`src/rtl/rv_registers.sv`:
```
// RV32I integer register file: 2^ADDR_WIDTH x DATA_WIDTH, two combinational read
// ports, one rising-edge write port, x0 hardwired to zero.
module rv_registers #(
   parameter int DATA_WIDTH = 32,
   parameter int ADDR_WIDTH = 5
) (
   input  logic                  clock,
   input  logic                  reset,
   input  logic [ADDR_WIDTH-1:0] rs1,
   input  logic [ADDR_WIDTH-1:0] rs2,
   input  logic [ADDR_WIDTH-1:0] rd,
   input  logic [DATA_WIDTH-1:0] data,
   input  logic                  reg_write,
   output logic [DATA_WIDTH-1:0] rs1_data,
   output logic [DATA_WIDTH-1:0] rs2_data
);

   localparam int NUM_REGS = 1 << ADDR_WIDTH;

   logic [DATA_WIDTH-1:0] regs [NUM_REGS];
   logic                  wr_en;

   // x0 is never a write target, so its flop stays at reset value and folds away.
   assign wr_en = reg_write && (rd != '0);

   always_ff @(posedge clock or posedge reset) begin
      if (reset) begin
         for (int i = 0; i < NUM_REGS; i++) regs[i] <= '0;
      end else if (wr_en) begin
         regs[rd] <= data;
      end
   end

   // No bypass: a same-cycle write is seen only after the capturing edge.
   assign rs1_data = (rs1 == '0) ? '0 : regs[rs1];
   assign rs2_data = (rs2 == '0) ? '0 : regs[rs2];

endmodule

```
`config.mk`:
```
export PLATFORM = sky130hd
export DESIGN_NAME = rv_registers
export DESIGN_NICKNAME = d
export VERILOG_FILES = /design/src/rtl/rv_registers.sv
export SDC_FILE = /design/constraint.sdc
export NUM_CORES = 2
export LEC_CHECK = 0
export ABC_AREA = 1
export CORE_MARGIN = 2
export CORE_UTILIZATION = 25
export CTS_CLUSTER_DIAMETER = 50
export DETAILED_ROUTE_END_ITERATION = 6
export DONT_BUFFER_PORTS = 1
export SETUP_SLACK_MARGIN = 0.05
export SYNTH_ARGS = -nofsm -noshare
export SYNTH_HDL_FRONTEND = slang
export SYNTH_SLANG_ARGS = --single-unit
```
`constraint.sdc`:
```
create_clock -name clock -period 52.2 [get_ports clock]
set_input_delay 10.44 -clock clock [delete_from_list [all_inputs] [get_ports clock]]
set_output_delay 10.44 -clock clock [all_outputs]
set_load 0.005 [all_outputs]
```
==> results by group <==
Logic synthesis
  – Top cell type's share of synthesized area: between 40% and 50%
  – Mapped Cells: 8322
  – Post-Syn Area: 0.05670 mm^2
  – Post-synthesis sequential area ratio: 45.19%
  – Synth area leaders: dfrtp_1 45%, nand2_1 20%, o21ai_0 11%
  – Syn nets: 8372
  – Unique masters post-synth: 20
  – Yosys Warn Count: 0
  – Synth async-reset ratio: 100.0%
  – Top-count cell post-synth: nand2_1
  – Most frequent cells after synthesis: 3014 x nand2_1, 1273 x o21ai_0, 1024 x dfrtp_1
  – Mean post-synth cell area: 6.813 um^2
  – Area leader, netlist: dfrtp_1
  – Post-synth EDFFs: 0
  – Synthesis-stage register bit count: 1024
  – Synth Flop Type: dfrtp_1

Drt
  – Routed Antenna Nets: 0
  – # DRC: 2
  – Vias: 57220
  – Vias per std cell: 5.246
  – Routed Wire Length: 237900 um
  – Avg WL per Cell: 21.81 um
  – Initial DRT Pass Iterations: 7
  – Starting DRT DRC Count: 8251

Timing
  – Min Hold Slack: 398.1 ps
  – Worst Setup Slack, final: 26490 ps
  – Final Hold Viols: 0
  – Period utilization: 49.26%
  – Slew @ Worst Pin: 2193 ps
  – Pins Over Slew Limit: around 360
  – Post-Route Setup TNS: 0 ps
  – Final number of setup-violating endpoints: 0
  – Fmax: 38.89 MHz
  – Slew headroom: -46.18%
  – Final Skew: 0 ps
  – RSZ-0062 raised after global routing: false
  – Minimum clock period: roughly 26000 ps

Floorplan
  – Die Ht: 480.2 um
  – Die width: around 480 um
  – Die area: 0.2306 mm^2
  – I/O pin total: 114
  – Core area: 0.2251 mm^2
  – Row count: 174
  – Initial core utilization: between 20% and 30%

Final layout
  – Max reg flops: 1024
  – Share of cells above drive strength 1: 4.236%
  – Biggest register: regs
  – Syn-to-layout area delta: 10.81%
  – Final core occ: 27.91%
  – Top flop regs: regs: 1024 flops
  – Final net count: 7861

Global route
  – Largest net degree at the start of global routing: 626
  – Gr ovfl total: 0
  – First-pass GRT wire length: 353000 um
  – Initial antenna violation count: 4
  – GRT Overall Usage: 20.08%
  – Vias in the first global route: around 53000

Placed design
  – Number of I/O port buffers: 0
  – Post-DP HPWL: 119200 um
  – Gpl congestion: between 0.8 and 0.9
  – Pre-CTS WS: roughly 28000 ps

Power and ir drop
  – PwrDens: 38.07 mW/mm^2
  – Peak supply drop: 0.00003625 V
  – Cell leakage power: 28.80 nW

Status
  – Status: finished with violations
  – Failing checks: design-rule violations, max-slew violations

Critical path
  – Crit-path cells: clkinv_8 -> buf_4 -> nand3_2 -> buf_4 -> nand2_1 -> nor2_1
  – Crit path largest cell delay: 1020 ps
  – Slowest CP cell: clkinv_8
  – Critical Path Sink Type: output port
  – Crit Path Class: primary input to output port
  – CP Launch Type: primary input
  – CP most frequent cell: buf_4
  – Critical Path RT: 41760 ps
  – CP max FO: 559
  – Crit path arrival time: 15270 ps

CTS
  – CTS buffer count: about 140
  – Clk buf depth: 3
  – Worst skew pair latency: 770 ps
  – Root Driver: clkbuf_16
  – Reg clk slew, reported paths: 50 ps
  – Post-CTS setup buffer count: 0
  – # H-tree levels: 4
  – Sink Count: just over 1000
  – Post-CTS Resized: 0
  – Hold buffer count at cts: 0
  – CTS tree: done

Job
  – Max_cap viols: 0

Worst hold path
  – Min-Delay Path Class: flip-flop to flip-flop
[cell families after synthesis]
logic type | Yosys count | share of synthesized area (%)
AO/OA/AOI/OAI | 1614 | 14.63
AND/OR/NAND/NOR | 4682 | 33.30
flip-flops | 1024 | 45.19
buffers and inverters | 1002 | 6.872
[cell usage in the layout (no fill, tap or decap), drive strengths merged, types with 8 or more instances in the layout]
cell type	synthesis	layout
o211ai	87	87
clkinvlp	0	12
dfrtp	1024	1024
nor2	673	673
a21oi	192	192
clkbuf	533	190
clkinv	2	28
diode	0	8
buf	184	66
o21ai	1335	1335
nand3	984	984
inv	283	285
nor3	8	8
nand2	3014	3014
[per-stage QoR]
stage               power, mW  instances  instance area [um^2]
global route            2.519      10910                 62820
global placement        1.440      10660                 58360
finish                  2.392      10910                 62830
floorplan               1.363       8322                 56700
CTS                     2.394      10900                 62810
detailed placement      1.456      10660                 58360
[cell type report]
cell class              instances  area [um^2]
well taps                    2992         3744
clock buffers                 190         3965
diodes                          8        20.02
clock inverters                47        481.7
flip-flops and latches       1024        25620
inverters                     285         1121
fillers                     24530       162300
repair buffers                 66        520.5
multi-input cells            6296        27350
[routing by layer]
metal	global-route usage (%)	part of all wire [%]
met5	0	0.0055
met4	9.665	4.8
met3	3.798	10
met2	32.17	45
met1	25.95	40
[worst paths after layout]
check                           startpoint            to  slack, ps  depth (start not counted)
worst min-delay path            regs[1020]    regs[1020]        400                          0
worst min register to register  regs[1020]    regs[1020]        400                          0
worst max-delay path                rs2[0]  rs2_data[30]      26490                          6
max in group asynchronous            reset     regs[218]      38320                          5
min in group asynchronous            reset     regs[733]       9660                          1
worst max register to register   regs[429]     regs[429]      51420                          2
[power breakdown]
| part | switching (mW) | internal, mW |
|---|---|---|
| Clock | 0.374 | 0.564 |
| Sequential | 0.110 | 0.945 |
| Combinational | 0.251 | 0.147 |
| Total | 0.736 | 1.66 |
[worst max-delay path: cells and delay by family]
family	cells	cell delay (ps)
buffers and inverters	3	2470
and+or+nand+nor	3	1260
Note: power is estimated with default switching activity, not from simulation.
